<file path="src/rtl/vga_sync_decoder.sv">
// vga_sync_decoder: sink side of a VGA timing interface. Measures line and
// frame timing from hsync/vsync/de, locks after LOCK_FRAMES consecutive good
// frames and regenerates pixel coordinates plus a frame-buffer write address.
//
// Ports
//   clk_25mhz     in   pixel clock, all inputs synchronous to it
//   rst_n         in   asynchronous active-low reset
//   hsync_in      in   active-low horizontal sync
//   vsync_in      in   active-low vertical sync
//   de_in         in   active-high display enable
//   x_pos         out  pixel column (valid with pixel_valid)
//   y_pos         out  pixel row (valid with pixel_valid)
//   write_addr    out  y_pos*H_ACTIVE + x_pos (valid with pixel_valid)
//   pixel_valid   out  active pixel while locked
//   frame_start   out  pulse with pixel (0,0) of a locked frame
//   locked        out  timing verified
//   timing_err    out  pulse on any violation detected while locked
//   h_total_meas  out  last measured line period in clocks (saturating)
//   v_total_meas  out  last measured lines per frame (saturating)
module vga_sync_decoder #(
  parameter int unsigned H_ACTIVE    = 640,
  parameter int unsigned V_ACTIVE    = 480,
  parameter int unsigned H_TOTAL     = 800,
  parameter int unsigned V_TOTAL     = 525,
  parameter int unsigned LOCK_FRAMES = 2
) (
  input  logic        clk_25mhz,
  input  logic        rst_n,
  input  logic        hsync_in,
  input  logic        vsync_in,
  input  logic        de_in,
  output logic [9:0]  x_pos,
  output logic [9:0]  y_pos,
  output logic [18:0] write_addr,
  output logic        pixel_valid,
  output logic        frame_start,
  output logic        locked,
  output logic        timing_err,
  output logic [10:0] h_total_meas,
  output logic [10:0] v_total_meas
);

  localparam int unsigned XW = 10;
  localparam int unsigned YW = 10;
  localparam int unsigned AW = 19;
  localparam int unsigned MW = 11;
  localparam int unsigned GW = 4;
  localparam logic [MW-1:0] M_MAX = '1;

  typedef enum logic [1:0] {
    ST_SEARCH,
    ST_VERIFY,
    ST_LOCKED
  } state_t;

  state_t        state, state_nxt;
  logic [GW-1:0] good_cnt, good_nxt;

  logic hs_q, vs_q, de_q;   // stage-1 input registers
  logic hs_d, vs_d, de_d;   // previous stage-1 values for edge detection
  logic hs_edge, vs_edge, de_rise, de_fall;

  logic [MW-1:0] h_cnt, v_cnt, v_cnt_eff, run_cnt, de_lines;
  logic [AW-1:0] row_base, base_nxt;
  logic [XW-1:0] x_nxt;
  logic [YW-1:0] y_nxt;
  logic          frame_pending, frame_bad, pend_eff;
  logic          h_bad, run_bad, x_ovf, y_ovf, vs_bad, frame_good;
  logic          viol, lock_ok;

  // Input capture and edge history
  always_ff @(posedge clk_25mhz or negedge rst_n) begin
    if (!rst_n) begin
      hs_q <= 1'b1;
      vs_q <= 1'b1;
      de_q <= 1'b0;
      hs_d <= 1'b1;
      vs_d <= 1'b1;
      de_d <= 1'b0;
    end else begin
      hs_q <= hsync_in;
      vs_q <= vsync_in;
      de_q <= de_in;
      hs_d <= hs_q;
      vs_d <= vs_q;
      de_d <= de_q;
    end
  end

  // Edge detection on the registered inputs
  always_comb begin
    hs_edge = hs_d & ~hs_q;
    vs_edge = vs_d & ~vs_q;
    de_rise = ~de_d & de_q;
    de_fall = de_d & ~de_q;
  end

  // Next coordinates, per-cycle violation terms and frame verdict
  always_comb begin
    v_cnt_eff = v_cnt;
    if (hs_edge && (v_cnt != M_MAX)) v_cnt_eff = v_cnt + MW'(1);

    // A vsync edge coinciding with a line start still makes that line row 0
    pend_eff = frame_pending | vs_edge;

    h_bad   = hs_edge && (h_cnt != MW'(H_TOTAL));
    run_bad = de_fall && (run_cnt != MW'(H_ACTIVE));
    x_ovf   = de_q && !de_rise && (x_pos == XW'(H_ACTIVE - 1));
    y_ovf   = de_rise && !pend_eff && (y_pos == YW'(V_ACTIVE - 1));
    vs_bad  = vs_edge && (v_cnt_eff != MW'(V_TOTAL));

    frame_good = !(frame_bad | h_bad | run_bad | x_ovf | y_ovf) &&
                 (v_cnt_eff == MW'(V_TOTAL)) &&
                 (de_lines == MW'(V_ACTIVE));

    x_nxt    = x_pos;
    y_nxt    = y_pos;
    base_nxt = row_base;
    if (de_rise) begin
      x_nxt = '0;
      if (pend_eff) begin
        y_nxt    = '0;
        base_nxt = '0;
      end else if (!y_ovf) begin
        y_nxt    = y_pos + YW'(1);
        base_nxt = row_base + AW'(H_ACTIVE);
      end
    end else if (de_q && !x_ovf) begin
      x_nxt = x_pos + XW'(1);
    end
  end

  // Lock FSM state register
  always_ff @(posedge clk_25mhz or negedge rst_n) begin
    if (!rst_n) begin
      state    <= ST_SEARCH;
      good_cnt <= '0;
    end else begin
      state    <= state_nxt;
      good_cnt <= good_nxt;
    end
  end

  // Lock FSM next state; the partial frame before the first vsync is never judged
  always_comb begin
    state_nxt = state;
    good_nxt  = good_cnt;
    viol      = 1'b0;
    case (state)
      ST_SEARCH: begin
        if (vs_edge) begin
          state_nxt = ST_VERIFY;
          good_nxt  = '0;
        end
      end
      ST_VERIFY: begin
        if (vs_edge) begin
          if (frame_good) begin
            good_nxt = good_cnt + GW'(1);
            if ((good_cnt + GW'(1)) >= GW'(LOCK_FRAMES)) state_nxt = ST_LOCKED;
          end else begin
            good_nxt = '0;
          end
        end
      end
      ST_LOCKED: begin
        viol = h_bad | run_bad | x_ovf | y_ovf | vs_bad;
        if (viol) begin
          state_nxt = ST_SEARCH;
          good_nxt  = '0;
        end
      end
      default: begin
        state_nxt = ST_SEARCH;
        good_nxt  = '0;
      end
    endcase
    lock_ok = (state_nxt == ST_LOCKED);
  end

  // Line/frame measurement counters and per-frame sticky state
  always_ff @(posedge clk_25mhz or negedge rst_n) begin
    if (!rst_n) begin
      h_cnt         <= '0;
      v_cnt         <= '0;
      run_cnt       <= '0;
      de_lines      <= '0;
      frame_pending <= 1'b0;
      frame_bad     <= 1'b0;
      h_total_meas  <= '0;
      v_total_meas  <= '0;
    end else begin
      if (hs_edge) begin
        h_total_meas <= h_cnt;
        h_cnt        <= MW'(1);
      end else if (h_cnt != M_MAX) begin
        h_cnt <= h_cnt + MW'(1);
      end

      // A coincident hsync edge is already folded into v_cnt_eff
      if (vs_edge) begin
        v_total_meas <= v_cnt_eff;
        v_cnt        <= '0;
      end else begin
        v_cnt <= v_cnt_eff;
      end

      if (de_rise) begin
        run_cnt <= MW'(1);
      end else if (de_q && (run_cnt != M_MAX)) begin
        run_cnt <= run_cnt + MW'(1);
      end

      if (vs_edge) begin
        de_lines <= de_rise ? MW'(1) : '0;
      end else if (de_rise && (de_lines != M_MAX)) begin
        de_lines <= de_lines + MW'(1);
      end

      frame_pending <= (frame_pending | vs_edge) & ~de_rise;

      if (vs_edge) frame_bad <= 1'b0;
      else         frame_bad <= frame_bad | h_bad | run_bad | x_ovf | y_ovf;
    end
  end

  // Coordinate and address pipeline; row base steps by H_ACTIVE per line
  always_ff @(posedge clk_25mhz or negedge rst_n) begin
    if (!rst_n) begin
      x_pos      <= '0;
      y_pos      <= '0;
      row_base   <= '0;
      write_addr <= '0;
    end else if (de_q) begin
      x_pos      <= x_nxt;
      y_pos      <= y_nxt;
      row_base   <= base_nxt;
      write_addr <= base_nxt + AW'(x_nxt);
    end
  end

  // Status outputs; an unlocking cycle already suppresses its own pixel
  always_ff @(posedge clk_25mhz or negedge rst_n) begin
    if (!rst_n) begin
      pixel_valid <= 1'b0;
      frame_start <= 1'b0;
      locked      <= 1'b0;
      timing_err  <= 1'b0;
    end else begin
      pixel_valid <= de_q & lock_ok;
      frame_start <= de_rise & pend_eff & lock_ok;
      locked      <= lock_ok;
      timing_err  <= viol;
    end
  end

endmodule

</file>
<file path="config.mk">
export PLATFORM = sky130hd
export DESIGN_NAME = vga_sync_decoder
export DESIGN_NICKNAME = d
export VERILOG_FILES = /design/src/rtl/vga_sync_decoder.sv
export SDC_FILE = /design/constraint.sdc
export NUM_CORES = 1
export LEC_CHECK = 0
export ABC_AREA = 1
export BUFFER_PORTS_ARGS = -buffer_cell sky130_fd_sc_hd__buf_2
export CORE_ASPECT_RATIO = 1.2
export CORE_MARGIN = 4
export CORE_UTILIZATION = 55
export DETAILED_ROUTE_END_ITERATION = 8
export GPL_ROUTABILITY_DRIVEN = 0
export PLACE_DENSITY = 0.78
export SLEW_MARGIN = 20
export SYNTH_ARGS = -nofsm -noshare
export SYNTH_HDL_FRONTEND = slang
export SYNTH_SLANG_ARGS = --single-unit
export TNS_END_PERCENT = 5
</file>
<file path="constraint.sdc">
create_clock -name clk_25mhz -period 4.1 [get_ports clk_25mhz]
set_input_delay 1.025 -clock clk_25mhz [delete_from_list [all_inputs] [get_ports clk_25mhz]]
set_output_delay 1.025 -clock clk_25mhz [all_outputs]
set_load 0.005 [all_outputs]
</file>
# Word level (Yosys, flattened, before mapping)
# Cells that the tools add are included.
[classes]
n_lt_le_gt_ge = 1
addsub = 9
n_reduce_logical = 23
n_bitwise = 22
eq_ne = 18
mux = 29
[ops]
columns = ["cell", "count"]
rows = [
  ["11-bit two-way mux", 8],
  ["19-bit two-way mux", 3],
  ["11-bit by 1-bit adder with 11-bit output (second input constant)", 4],
  ["11-bit inequality test (second input constant)", 4],
  ["10-bit two-way mux", 4],
  ["11-bit by 10-bit inequality test with 1-bit output (second input constant)", 3],
  ["10-bit by 1-bit adder with 10-bit output (second input constant)", 2],
  ["19-bit by 10-bit adder with 19-bit output", 1],
  ["19-bit by 10-bit adder with 19-bit output (second input constant)", 1],
  ["4-bit two-way mux", 4],
  ["1-bit logical AND", 13],
  ["4-bit case mux with 3 select lines", 1],
  ["11-bit by 10-bit == test with 1-bit output (second input constant)", 1],
  ["11-bit by 9-bit == test with 1-bit output (second input constant)", 1],
  ["10-bit == test (second input constant)", 1],
  ["10-bit by 9-bit == test with 1-bit output (second input constant)", 1],
  ["2-bit two-way mux", 5],
  ["1-bit OR", 9],
  ["1-bit bitwise AND", 8],
  ["2-bit inequality test (second input constant)", 4],
  ["2-bit case mux with 3 select lines", 1],
  ["3-bit AND reduction", 2],
  ["2-bit nonzero test", 3],
  ["1-bit inverter", 5],
  ["7 further kinds", 13],
]
[totals]
register_bits = 142
output_inout_bits = 65
in_bits = 5
word_cells = 126

# Depth between registers and ports, before layout
[logic_depth]
ltp_word = 15
mapped_depth = 26
ltp_nobuf = 26

# Worst setup path before layout
# OpenSTA, ideal clock, no wires.
[synth_path]
path_type = "flip-flop to flip-flop"
start = "register x_pos[0]"
end = "register write_addr[18]"
setup_ps = 117
path_stages_with_launch = 24
path_slack_ps = 992
t_arrival_ps = 2991
required_ps = 3983
path_cell_list = "dfrtp_1 > ha_1 > nand2_1 > nor2_1 > nand4_1 > nand2_1 > nor2_1 > nand3_1 > nor2_1 > nand3_1 > o21ai_0 > a21oi_1 > ha_1 > nand2_1 > nor3_1 > a21oi_1 > nor2_1 > nand2_2 > inv_2 > nand2_4 > nor2_4 > nand2_1 > nand2_1 > nand2_1"
[synth_via]
elab_chain_cells = 7
word_cells_on_any_way = 8
classes_between = "2 x add/sub; 1 x eq/ne; 2 x mux; 3 x reduce/logical"
[synth_rtl]
columns = ["element", "line", "text"]
rows = [
  ["from (decl)", "32", "output logic [9:0] x_pos,"],
  ["from (signal assigned)", "235", "x_pos <= x_nxt;"],
  ["branches (longest 4 deep; another with 10-bit by 1-bit adder with 10-bit output)", "-", ""],
  ["10-bit two-way mux (*)", "128", "end else if (de_q && !x_ovf) begin"],
  ["10-bit two-way mux (*)", "119", "if (de_rise) begin"],
  ["via x_nxt[9]", "65", "logic [XW-1:0] x_nxt;"],
  ["19-bit by 10-bit adder with 19-bit output (*)", "238", "write_addr <= base_nxt + AW'(x_nxt);"],
  ["to (signal assigned)", "238", ""],
  ["to (decl)", "34", "output logic [18:0] write_addr,"],
]
# Mark *: on every way through the listed nets, which the timed path passes.
# A chain may end at the register's enable or synchronous reset.

# Worst setup path after layout
[layout_path]
start = "register x_pos[0]"
end = "register write_addr[17]"
# The elaborated chain is that of the path after synthesis.

==> metrics.md <==
| Metric | Value |
|---|---|
| Tot Pwr | `3.92 mW` |
| Synthesis-to-finish area growth | `16.2%` |
| Final Hold Viols | `0` |
| Synth cell types | `48` |
| Gr usage total | `0.221` |
| Critical Path AT | `3830 ps` |
| Initial Utilization | `0.560` |
| Congestion Overflow GR | `0` |
| Worst-skew pair later-pin latency | `between 400 and 500 ps` |
| Largest net degree at the start of global routing | `87` |
| WP data required | `4400 ps` |
| RSZ-0062 raised after global routing | `no` |
| F_max | `around 280 MHz` |
| Max cap viols | `0` |
| First-pass GRT wire length | `28300 µm` |
| First DRT Iteration DRCs | `435` |
| Core area | `13800 µm²` |
| Dpl hpwl | `11700 µm` |
| Post-synthesis sequential area ratio | `0.462` |
| Longest Clk Path Bufs | `2` |
| Antenna-violating nets left | `0` |
| CTS clk-pin slew, worst paths | `60 ps` |
| GR met1 Demand/Resource | `0.263` |
| Pwr dens | `roughly 440 nW/µm²` |
| Non-filler cells in the finished layout | `between 1000 and 1500` |
| Peak supply drop | `around 0.00042 V` |
| Post-CTS Setup Inserts | `0` |
| Status | `finished, final reports clean` |
| Setup crit end kind | `flop` |
| Post-Synthesis Cells | `974` |
| Asr flop ratio synth | `1.00` |
| # port buffers | `69` |
| DR vias/cell | `approximately 5.3` |
| Die X | `116 µm` |
| Wire per inst | `13.4 µm` |
| Post-place setup slack | `about 590 ps` |
| Cells taking the most area after synthesis | `dfrtp_1 45%, nand2_1 11%, inv_1 6.2%, nor2_1 5.1%, nand3_1 4.3%` |
| Post-synth EDFFs | `0` |
| Residual DRC | `0` |
| Final Skew | `10.2 ps` |
| CTS buffer count | `17` |
| CTS Hold Bufs | `0` |
| Design area | `8950 µm²` |
| H-tree depth | `4` |
| Most used DFF post-synth | `dfrtp_1` |
| Dpl cell area | `8250 µm²` |
| Root Buffer | `clkbuf_16` |
| Critical Path Start Type | `flop` |
| Layout cells sized above 1 | `0.159` |
| Final setup violation count | `0` |
| Initial DRT Pass Iterations | `5` |
| Worst Hold Class | `flop to flop` |
| Initial antenna violation count | `0` |
| Worst-Margin Slew | `866 ps` |
| Crit Path Class | `flop to flop` |
| Top cell type by total area after synthesis | `dfrtp_1` |
| Vias in the first global route | `6296` |
| Post-cts gate resize count | `0` |
| Routed wire length | `16500 µm` |
| N_diodes | `0` |
| Register area | `about 3600 µm²` |
| Die footprint | `16000 µm²` |
| Area of the mapped netlist | `7700 µm²` |
| Row cnt | `47` |
| Yosys reg bits | `142` |
| Share of the synthesized area in the top cell type | `0.448` |
| Ports | `70` |
| CTS tree | `yes` |
| Post-layout min period | `3530 ps` |
| Met3 Track Usage GR | `0.0422` |
| Fill cell count | `1181` |
| Tcrit/Tclk final | `0.861` |
| Met2 usage | `0.387` |
| Nets | `1078` |
| Syn_nets | `approximately 1000` |
| Die Span Y | `138 µm` |
| Mean Syn Cell Area | `7.91 µm²` |
| CP max FO | `6` |
| Ys Warns | `0` |
| Global-route layer with the greatest usage | `met2` |
| Post-route setup slack | `571 ps` |
| Leak | `4.55 nW` |
| Max_slew headroom | `0.422` |
| Placed Cells incl. Taps | `1202` |
| Clock Sinks | `~140` |
| Total negative slack | `0 ps` |
| Via count | `6540` |
| Max Slew Vio Count | `0` |
| Multi-input gate area | `~3500 µm²` |
-- critical path, cell delays in order, from the launching register on --
cell and delay [ps]:
dfrtp_1 420, ha_1 240, nand2_1 90, nor2_1 40, nand4_1 100, nand2_1 140, nor3b_1 490, a21oi_1 160
a211oi_1 290, ha_1 250, nand2_1 60, inv_1 80, nand3_1 60, nor2_1 100, nand2_1 50, nand3b_1 100
nand2_1 90, a21oi_2 210, nand2_1 100, clkinv_1 90, nand3_1 80, nand2_1 70, nand3_1 70
-- layer usage --
metal	up-vias	part of all wire
li1	3302	-
met5	-	0
met3	41	0.040
met4	0	0.026
met2	149	0.51
met1	3048	0.42
-- kinds of logic (layout without fill, tap and decap cells) --
family | count (synthesis) | count (layout) | share of synthesized area
compound gates | 139 | 139 | 0.102
xor+xnor | 13 | 13 | 0.0148
fa+ha+maj | 23 | 23 | 0.0383
buf+inv | 159 | 248 | 0.0791
flops | 142 | 142 | 0.462
simple gates | 498 | 498 | 0.304
-- worst paths after layout --
kind                       startpoint               to  slack (ps)  cells past startpoint
setup / recovery             x_pos[0]   write_addr[17]         570                     22
hold / removal                   hs_q             hs_d         370                      0
setup reg to reg             x_pos[0]   write_addr[17]         570                     22
hold reg to reg                  hs_q             hs_d         370                      0
max in group asynchronous       rst_n         y_pos[8]        2700                      2
min in group asynchronous       rst_n  h_total_meas[8]         650                      1
-- flip-flops by register name (all words and copies together), names as in the netlist, 11 cells and up --
name,flops
h_total_meas,11
v_total_meas,11
v_cnt,11
run_cnt,11
h_cnt,11
de_lines,11
row_base,19
write_addr,19
-- synthesized netlist by cell type, drive strengths merged (6+ instances only) --
master,number
nand2,244
dfrtp,138
inv,137
nor2,119
nand3,72
o21ai,61
a21oi,47
nor3,26
ha,22
nand4,20
clkbuf,15
xor2,9
a31oi,6
-- cells in the final DEF (no fill, tap or decap), drive strengths merged, types with 5 or more instances in the layout --
cell    netlist  layout
nor2        119     119
o21bai        5       5
clkbuf       15      22
nor3         26      26
nand3        72      72
nor3b         5       5
bufinv        0       7
o21ai        61      61
a21oi        47      47
nand2       244     244
clkinv        2       5
dfrtp       138     138
inv         137     137
buf           5      77
nand4        20      20
a31oi         6       6
ha           22      22
xor2          9       9
-- area by class of cell --
| class | instances | area share |
|---|---|---|
| multi-input cells | 673 | 0.395 |
| clock inverters | 10 | 0.0260 |
| well taps | 171 | 0.0239 |
| flip-flops and latches | 142 | 0.398 |
| clock buffers | 22 | 0.0519 |
| repair buffers | 77 | 0.0474 |
| inverters | 139 | 0.0583 |
-- power breakdown --
| group | switching [mW] | leakage, nW | internal, mW | total, mW |
|---|---|---|---|---|
| combinational | 0.312 | 2.31 | 0.180 | 0.492 |
| clock | 0.573 | 0.338 | 1.24 | 1.81 |
| sequential | 0.0973 | 1.91 | 1.52 | 1.62 |
| total | 0.982 | 4.55 | 2.94 | 3.92 |
-- per-stage QoR --
step	hold WS [ps]	utilization
6_report	369	0.650
5_1_grt	375	0.650
4_1_cts	370	0.650
3_5_place_dp	362	0.600
3_3_place_gp	360	0.600
2_1_floorplan	354	-
Note: power is estimated with default switching activity, not from simulation.
